$ cat src/rtl/memory_access_if.sv
// Upstream, data-memory and write-back signals of the memory-access stage,
// bundled so the stage and its environment share one connection.
interface memory_access_if;
    logic        in_valid_i;
    logic        in_ready_o;
    logic [3:0]  icode_i;
    logic [63:0] valE_i;
    logic [63:0] valA_i;
    logic [63:0] valP_i;
    logic        instr_valid_i;
    logic        imem_error_i;

    logic [63:0] dmem_addr_o;
    logic [7:0]  dmem_wdata_o;
    logic        dmem_we_o;
    logic        dmem_re_o;
    logic [7:0]  dmem_rdata_i;
    logic        dmem_err_i;

    logic        out_valid_o;
    logic [3:0]  icode_o;
    logic [63:0] valE_o;
    logic [63:0] valM_o;
    logic        instr_valid_o;
    logic        imem_error_o;
    logic        dmem_error_o;

    // The memory-access stage itself.
    modport slave (
        input  in_valid_i, icode_i, valE_i, valA_i, valP_i, instr_valid_i, imem_error_i,
        input  dmem_rdata_i, dmem_err_i,
        output in_ready_o, dmem_addr_o, dmem_wdata_o, dmem_we_o, dmem_re_o,
        output out_valid_o, icode_o, valE_o, valM_o, instr_valid_o, imem_error_o, dmem_error_o
    );

    // Execute stage, data memory and write-back seen as one environment.
    modport master (
        output in_valid_i, icode_i, valE_i, valA_i, valP_i, instr_valid_i, imem_error_i,
        output dmem_rdata_i, dmem_err_i,
        input  in_ready_o, dmem_addr_o, dmem_wdata_o, dmem_we_o, dmem_re_o,
        input  out_valid_o, icode_o, valE_o, valM_o, instr_valid_o, imem_error_o, dmem_error_o
    );
endinterface

$ cat src/rtl/memory_access.sv
// Y86-64 memory-access stage: moves one 64-bit word to or from a byte-wide
// data memory, little-endian, one byte per cycle, with range and bus-error checks.
module memory_access #(
    parameter int unsigned DMEM_BYTES = 4096
) (
    input logic            clk_i,
    input logic            rst_i,
    memory_access_if.slave bus
);

    typedef enum logic [2:0] {IDLE, WR, RD, RDLAST, DONE} state_t;

    localparam logic [63:0] ADDR_LIMIT = 64'(DMEM_BYTES) - 64'd8;

    state_t      state_q, state_d;
    logic [2:0]  cnt_q, cnt_d;
    logic [63:0] addr_q, addr_d;
    logic [63:0] data_q, data_d;
    logic [63:0] valm_q, valm_d;
    logic        derr_q, derr_d;
    logic [3:0]  icode_q, icode_d;
    logic [63:0] vale_q, vale_d;
    logic        iv_q, iv_d;
    logic        ime_q, ime_d;

    logic        in_ready_q, out_valid_q, we_q, re_q;
    logic [63:0] maddr_q;
    logic [7:0]  wdata_q;

    logic        is_wr, is_rd;
    logic [63:0] acc_addr, acc_data;
    logic [2:0]  cnt_prev;

    // Access class, address and write data of the instruction on the upstream bus.
    always_comb begin
        is_wr    = 1'b0;
        is_rd    = 1'b0;
        acc_addr = bus.valE_i;
        acc_data = bus.valA_i;
        case (bus.icode_i)
            4'h4, 4'hA: is_wr = 1'b1;
            4'h8: begin
                is_wr    = 1'b1;
                acc_data = bus.valP_i;
            end
            4'h5: is_rd = 1'b1;
            4'h9, 4'hB: begin
                is_rd    = 1'b1;
                acc_addr = bus.valA_i;
            end
            default: ;
        endcase
        if (!bus.instr_valid_i || bus.imem_error_i) begin
            is_wr = 1'b0;
            is_rd = 1'b0;
        end
    end

    assign cnt_prev = cnt_q - 3'd1;

    always_comb begin
        // NOTE: every variable gets a default first so no path leaves one unassigned (no latches).
        state_d = state_q;
        cnt_d   = cnt_q;
        addr_d  = addr_q;
        data_d  = data_q;
        valm_d  = valm_q;
        derr_d  = derr_q;
        icode_d = icode_q;
        vale_d  = vale_q;
        iv_d    = iv_q;
        ime_d   = ime_q;

        case (state_q)
            IDLE: begin
                if (bus.in_valid_i) begin
                    icode_d = bus.icode_i;
                    vale_d  = bus.valE_i;
                    iv_d    = bus.instr_valid_i;
                    ime_d   = bus.imem_error_i;
                    addr_d  = acc_addr;
                    data_d  = acc_data;
                    cnt_d   = 3'd0;
                    valm_d  = 64'd0;
                    derr_d  = 1'b0;
                    if (!is_wr && !is_rd) begin
                        state_d = DONE;
                    end else if (acc_addr > ADDR_LIMIT) begin
                        derr_d  = 1'b1;
                        state_d = DONE;
                    end else begin
                        state_d = is_wr ? WR : RD;
                    end
                end
            end
            WR: begin
                if (bus.dmem_err_i) begin
                    derr_d  = 1'b1;
                    state_d = DONE;
                end else if (cnt_q == 3'd7) begin
                    state_d = DONE;
                end else begin
                    cnt_d = cnt_q + 3'd1;
                end
            end
            RD: begin
                // The byte strobed last cycle is on dmem_rdata_i now.
                if (bus.dmem_err_i) begin
                    derr_d  = 1'b1;
                    valm_d  = 64'd0;
                    state_d = DONE;
                end else begin
                    if (cnt_q != 3'd0) valm_d[{cnt_prev, 3'b000} +: 8] = bus.dmem_rdata_i;
                    if (cnt_q == 3'd7) state_d = RDLAST;
                    else               cnt_d   = cnt_q + 3'd1;
                end
            end
            RDLAST: begin
                valm_d[63:56] = bus.dmem_rdata_i;
                state_d       = DONE;
            end
            DONE:    state_d = IDLE;
            default: state_d = IDLE;
        endcase
    end

    // Bus-facing outputs are registered from the next-state values so each
    // strobe appears in the cycle its state is entered.
    always_ff @(posedge clk_i or posedge rst_i) begin
        if (rst_i) begin
            // NOTE: sequential state uses non-blocking assignments only.
            state_q     <= IDLE;
            cnt_q       <= 3'd0;
            addr_q      <= 64'd0;
            data_q      <= 64'd0;
            valm_q      <= 64'd0;
            derr_q      <= 1'b0;
            icode_q     <= 4'd0;
            vale_q      <= 64'd0;
            iv_q        <= 1'b0;
            ime_q       <= 1'b0;
            in_ready_q  <= 1'b1;
            out_valid_q <= 1'b0;
            we_q        <= 1'b0;
            re_q        <= 1'b0;
            maddr_q     <= 64'd0;
            wdata_q     <= 8'd0;
        end else begin
            state_q     <= state_d;
            cnt_q       <= cnt_d;
            addr_q      <= addr_d;
            data_q      <= data_d;
            valm_q      <= valm_d;
            derr_q      <= derr_d;
            icode_q     <= icode_d;
            vale_q      <= vale_d;
            iv_q        <= iv_d;
            ime_q       <= ime_d;
            in_ready_q  <= (state_d == IDLE);
            out_valid_q <= (state_d == DONE);
            we_q        <= (state_d == WR);
            re_q        <= (state_d == RD);
            maddr_q     <= (state_d == WR || state_d == RD) ? addr_d + {61'd0, cnt_d} : 64'd0;
            wdata_q     <= (state_d == WR) ? data_d[{cnt_d, 3'b000} +: 8] : 8'd0;
        end
    end

    assign bus.in_ready_o    = in_ready_q;
    assign bus.out_valid_o   = out_valid_q;
    assign bus.dmem_we_o     = we_q;
    assign bus.dmem_re_o     = re_q;
    assign bus.dmem_addr_o   = maddr_q;
    assign bus.dmem_wdata_o  = wdata_q;
    assign bus.icode_o       = icode_q;
    assign bus.valE_o        = vale_q;
    assign bus.valM_o        = valm_q;
    assign bus.instr_valid_o = iv_q;
    assign bus.imem_error_o  = ime_q;
    assign bus.dmem_error_o  = derr_q;

endmodule

$ cat src/flat_wrapper.sv
// flat-port wrapper written by rule: the top's interface ports become plain ports
module memory_access_flat 
#(
    parameter int unsigned DMEM_BYTES = 4096
)
  (clk_i, rst_i, bus_in_valid_i, bus_icode_i, bus_valE_i, bus_valA_i, bus_valP_i, bus_instr_valid_i, bus_imem_error_i, bus_dmem_rdata_i, bus_dmem_err_i, bus_in_ready_o, bus_dmem_addr_o, bus_dmem_wdata_o, bus_dmem_we_o, bus_dmem_re_o, bus_out_valid_o, bus_icode_o, bus_valE_o, bus_valM_o, bus_instr_valid_o, bus_imem_error_o, bus_dmem_error_o);
  memory_access_if bus_i ();
  input logic clk_i;
  input logic rst_i;
  input wire logic [$bits(bus_i.in_valid_i)-1:0] bus_in_valid_i;
  input wire logic [$bits(bus_i.icode_i)-1:0] bus_icode_i;
  input wire logic [$bits(bus_i.valE_i)-1:0] bus_valE_i;
  input wire logic [$bits(bus_i.valA_i)-1:0] bus_valA_i;
  input wire logic [$bits(bus_i.valP_i)-1:0] bus_valP_i;
  input wire logic [$bits(bus_i.instr_valid_i)-1:0] bus_instr_valid_i;
  input wire logic [$bits(bus_i.imem_error_i)-1:0] bus_imem_error_i;
  input wire logic [$bits(bus_i.dmem_rdata_i)-1:0] bus_dmem_rdata_i;
  input wire logic [$bits(bus_i.dmem_err_i)-1:0] bus_dmem_err_i;
  output wire logic [$bits(bus_i.in_ready_o)-1:0] bus_in_ready_o;
  output wire logic [$bits(bus_i.dmem_addr_o)-1:0] bus_dmem_addr_o;
  output wire logic [$bits(bus_i.dmem_wdata_o)-1:0] bus_dmem_wdata_o;
  output wire logic [$bits(bus_i.dmem_we_o)-1:0] bus_dmem_we_o;
  output wire logic [$bits(bus_i.dmem_re_o)-1:0] bus_dmem_re_o;
  output wire logic [$bits(bus_i.out_valid_o)-1:0] bus_out_valid_o;
  output wire logic [$bits(bus_i.icode_o)-1:0] bus_icode_o;
  output wire logic [$bits(bus_i.valE_o)-1:0] bus_valE_o;
  output wire logic [$bits(bus_i.valM_o)-1:0] bus_valM_o;
  output wire logic [$bits(bus_i.instr_valid_o)-1:0] bus_instr_valid_o;
  output wire logic [$bits(bus_i.imem_error_o)-1:0] bus_imem_error_o;
  output wire logic [$bits(bus_i.dmem_error_o)-1:0] bus_dmem_error_o;
  assign bus_i.in_valid_i = bus_in_valid_i;
  assign bus_i.icode_i = bus_icode_i;
  assign bus_i.valE_i = bus_valE_i;
  assign bus_i.valA_i = bus_valA_i;
  assign bus_i.valP_i = bus_valP_i;
  assign bus_i.instr_valid_i = bus_instr_valid_i;
  assign bus_i.imem_error_i = bus_imem_error_i;
  assign bus_i.dmem_rdata_i = bus_dmem_rdata_i;
  assign bus_i.dmem_err_i = bus_dmem_err_i;
  assign bus_in_ready_o = bus_i.in_ready_o;
  assign bus_dmem_addr_o = bus_i.dmem_addr_o;
  assign bus_dmem_wdata_o = bus_i.dmem_wdata_o;
  assign bus_dmem_we_o = bus_i.dmem_we_o;
  assign bus_dmem_re_o = bus_i.dmem_re_o;
  assign bus_out_valid_o = bus_i.out_valid_o;
  assign bus_icode_o = bus_i.icode_o;
  assign bus_valE_o = bus_i.valE_o;
  assign bus_valM_o = bus_i.valM_o;
  assign bus_instr_valid_o = bus_i.instr_valid_o;
  assign bus_imem_error_o = bus_i.imem_error_o;
  assign bus_dmem_error_o = bus_i.dmem_error_o;
  memory_access #(.DMEM_BYTES(DMEM_BYTES)) u_core (.clk_i(clk_i), .rst_i(rst_i), .bus(bus_i));
endmodule
$ cat config.mk
export PLATFORM = sky130hd
export DESIGN_NAME = memory_access_flat
export DESIGN_NICKNAME = d
export VERILOG_FILES = /design/src/rtl/memory_access_if.sv /design/src/rtl/memory_access.sv /design/src/flat_wrapper.sv
export SDC_FILE = /design/constraint.sdc
export NUM_CORES = 1
export LEC_CHECK = 0
export ABC_AREA = 1
export BUFFER_PORTS_ARGS = -buffer_cell sky130_fd_sc_hd__buf_2
export CORE_UTILIZATION = 55
export CTS_BUF_LIST = sky130_fd_sc_hd__clkbuf_8
export CTS_CLUSTER_SIZE = 28
export DETAILED_ROUTE_END_ITERATION = 16
export MAX_ROUTING_LAYER = met4
export PLACE_DENSITY = 0.81
export SYNTH_ARGS = -nofsm -noshare
export SYNTH_HDL_FRONTEND = slang
export SYNTH_SLANG_ARGS = --single-unit
$ cat constraint.sdc
create_clock -name clk_i -period 15.45 [get_ports clk_i]
set_clock_uncertainty 0.2 [all_clocks]
set_input_delay 0.7725 -clock clk_i [delete_from_list [all_inputs] [get_ports clk_i]]
set_output_delay 0.7725 -clock clk_i [all_outputs]
set_load 0.1 [all_outputs]
==> metrics <==
Critical Path Source Type flip-flop; post_cts resized 0; synthesized area per cell 7.307 sq um; Post-CTS Setup Inserts 0; final hold slack 91.08 ps; final net count 3084; sw frac 36.49%; clock network power share 35.3%; crit path cell chain inv_1, ha_1, inv_1, nand2_1, o211ai_1, o21ai_2, clkinv_1, fa_1, inv_1, nand2_1, nand2_1, nand2_1, nor2_1, and2_1, xor2_1, a21oi_1; Cell variety after synth 39; Int Power 1586 uW; I/O Buffers 420; pre-CTS setup slack 10010 ps; layout cells sized above 1 19.68%; Flop pwr share 40.6%; Yosys reg bits 345; FMAX 0.1797 GHz; most frequent CP cell nand2_1; CORE AREA 32540 sq um; row count 66; Hold WC Path Type in2async; Worst VDD drop 90.71 uV; CTS tree built; Post-DP HPWL 53130 microns; Total GRT Usage 43.26%; initial antenna violation count 11; commonest non-fill, non-tap cell in the layout nand2_1; Fin. Hold Viols 0; critical path class reg2reg; launch point of the worst reg-to-reg path u_core.cnt_q[0]; final setup margin 9884 ps; Gate power share 24.0%; CTS Buf Count 57; remaining global-route overflow 0; simple-gate area share of the yosys netlist 31.19%; Critical Path End u_core.bus.dmem_addr_o[28]; Critical R2R Capture u_core.bus.dmem_addr_o[28]; slowest cell delay on critical path 990 ps; pin count of the biggest net entering global routing 263; worst slew pin tran 1343 ps; Cell Pwr Density 115.2 nW/um^2; maximum root-to-sink buffer count 3; Max Cap Viol 0; Skew-Pair Late Insertion Delay 630 ps; DR iter-0 viols 2096; vias in the first global route 18210; status complete, no violations; crit path capture type flip-flop; Area Overhead vs Synth 19.45%; Max-slew headroom 10.48%; full die area 33730 sq um; Yosys warning count 0; crit share post-route 36.03%; post-synthesis mux area share 0%; Syn Inst Count 2484; IO Pins 421; Max Transition Viols Final 0; Initial Util 55.78%; largest family of logic cells by synthesized area simple AND/OR/NAND/NOR gates; Final setup viols 0; wire length per cell 20.99 microns; worst path arrival time 5800 ps; Antenna Nets Post-Route 0; Leak Pwr 0.01164 uW; RSZ-0062 raised after global routing false; clock root cell clkbuf_8; fin crit period 5566 ps; Vias 19330; most frequent cells in the layout nand2_1, buf_2, dfrtp_1; register area share after synthesis 47.57%; Mapped Area 18150 sq um; Worst Reg-to-Reg Cells 16; worst-path fanout max 19; gpl congestion 1.080; vias per inst 5.744; Hold Buf Count CTS 0; H-Tree Depth 2; TNS Setup 0 ps; Crit path required time 15680 ps; final wirelength 70650 microns; Worst setup startpoint u_core.cnt_q[0]; Slowest cell on crit path clkinv_1; Synth Area in Compound Gates 11.20%; Sw Pwr 911.5 uW; # DRC 0; die height 183.7 microns; Detailed Routing Iterations Pass 1 7; die width 183.7 microns; Clock Sinks 345; Mapped Nets 2705; XOR/XNOR Fraction of Synth Area 1.785%; Clock Pin Slew Worst Setup and Hold Paths 60 ps; Synth Area in Adders 0.7997%; worst reg2reg setup slack 9880 ps; first-pass GRT wire length 105800 microns
==> synth_stat cells <==
cell | count | area share, %
o21bai_1 | 2 | 0.083
xor2_1 | 23 | 1.1
o21ai_2 | 1 | 0.048
inv_1 | 202 | 4.2
or2_2 | 19 | 0.65
nand3b_1 | 4 | 0.17
a2bb2oi_1 | 1 | 0.048
o21ai_1 | 6 | 0.17
a21oi_2 | 1 | 0.048
nor2_2 | 4 | 0.14
buf_4 | 14 | 0.58
nand3_2 | 2 | 0.11
nand4_1 | 33 | 1.1
nor3_2 | 2 | 0.11
ha_1 | 10 | 0.69
fa_1 | 1 | 0.11
and2_1 | 2 | 0.069
o22ai_1 | 27 | 0.93
dfrtp_1 | 344 | 47
buf_1 | 11 | 0.23
o21ai_0 | 193 | 5.3
clkbuf_1 | 51 | 1.1
dfstp_2 | 1 | 0.14
a21boi_0 | 2 | 0.083
buf_6 | 6 | 0.37
a21oi_1 | 102 | 2.8
nor2_4 | 2 | 0.12
inv_2 | 6 | 0.12
nand2_1 | 911 | 19
nand2_2 | 3 | 0.10
nor2_1 | 238 | 4.9
nand3_1 | 146 | 4.0
o211ai_1 | 38 | 1.6
nand3_4 | 1 | 0.097
nor3_1 | 25 | 0.69
clkinv_1 | 2 | 0.041
xnor2_1 | 14 | 0.68
buf_2 | 32 | 0.88
o31ai_1 | 2 | 0.083
==> power by group through the flow <==
stage / Sequential, uW / Clock, uW / Combinational [uW]
floorplan: 1220 / 0 / 222
global placement: 1030 / 0 / 586
detailed placement: 1030 / 0 / 590
CTS: 1010 / 884 / 592
global route: 1020 / 920 / 636
finish: 1010 / 883 / 600
==> per-stage QoR <==
step | utilization (%) | std cells | power, uW | cell area, sq um
2_1_floorplan | - | 2484 | 1445 | 18150
3_3_place_gp | 62.66 | 3246 | 1611 | 20390
3_5_place_dp | 62.66 | 3246 | 1618 | 20390
4_1_cts | 66.55 | 3354 | 2489 | 21650
5_1_grt | 66.64 | 3365 | 2577 | 21680
6_report | 66.64 | 3365 | 2498 | 21680
==> worst min-delay path by stage <==
stage / to / slack (ps)
floorplan: u_core.data_q[31] / 250
global placement: u_core.bus.valE_o[40] / 260
detailed placement: u_core.bus.valE_o[34] / 260
CTS: u_core.bus.valE_o[12] / 130
global route: u_core.bus.valE_o[15] / 150
finish: u_core.bus.dmem_addr_o[3] / 90
==> worst max-delay path, delay by kind of cell (launching register included) <==
family | cells | cell delay (ps)
AO/OA/AOI/OAI | 3 | 590
XOR/XNOR | 1 | 160
buffers and inverters | 4 | 1530
AND/OR/NAND/NOR | 6 | 1160
adder cells (fa/ha/maj) | 2 | 1140
flip-flops | 1 | 590
==> flip-flops by register name, indices dropped and copies added (netlist names), 3 cells and up <==
signal                   count
u_core.bus.valE_o           64
u_core.bus.dmem_addr_o      64
u_core.data_q               64
u_core.bus.dmem_wdata_o      8
u_core.addr_q               64
u_core.cnt_q                 3
u_core.bus.icode_o           4
u_core.bus.valM_o           64
u_core.state_q               3
==> per-layer routing <==
| metal | part of all wire, % | up-vias | GRT usage [%] |
|---|---|---|---|
| met5 | 0 | - | - |
| met1 | 39 | 9163 | 53.68 |
| met4 | 5.7 | 0 | 22.33 |
| met2 | 46 | 1192 | 67.83 |
| met3 | 9.1 | 261 | 7.825 |
| li1 | - | 8714 | - |
==> logic make-up (layout without fill, tap and decap cells) <==
family,count (synthesis),count (layout)
compound gates,375,375
xor+xnor,37,37
fa+ha+maj,11,11
buf+inv,324,752
flops,345,345
other cells,0,11
simple gates,1392,1392
==> area by class of cell <==
class,count,area (sq um)
Multi-Input combinational cell,1815,8182
Fill cell,2928,10860
Clock buffer,75,1032
Tap cell,442,553.0
Timing Repair Buffer,434,2220
Sequential cell,345,8635
Clock inverter,33,234.0
Inverter,210,798.3
Antenna cell,11,27.53
Note: power is estimated with default switching activity, not from simulation.
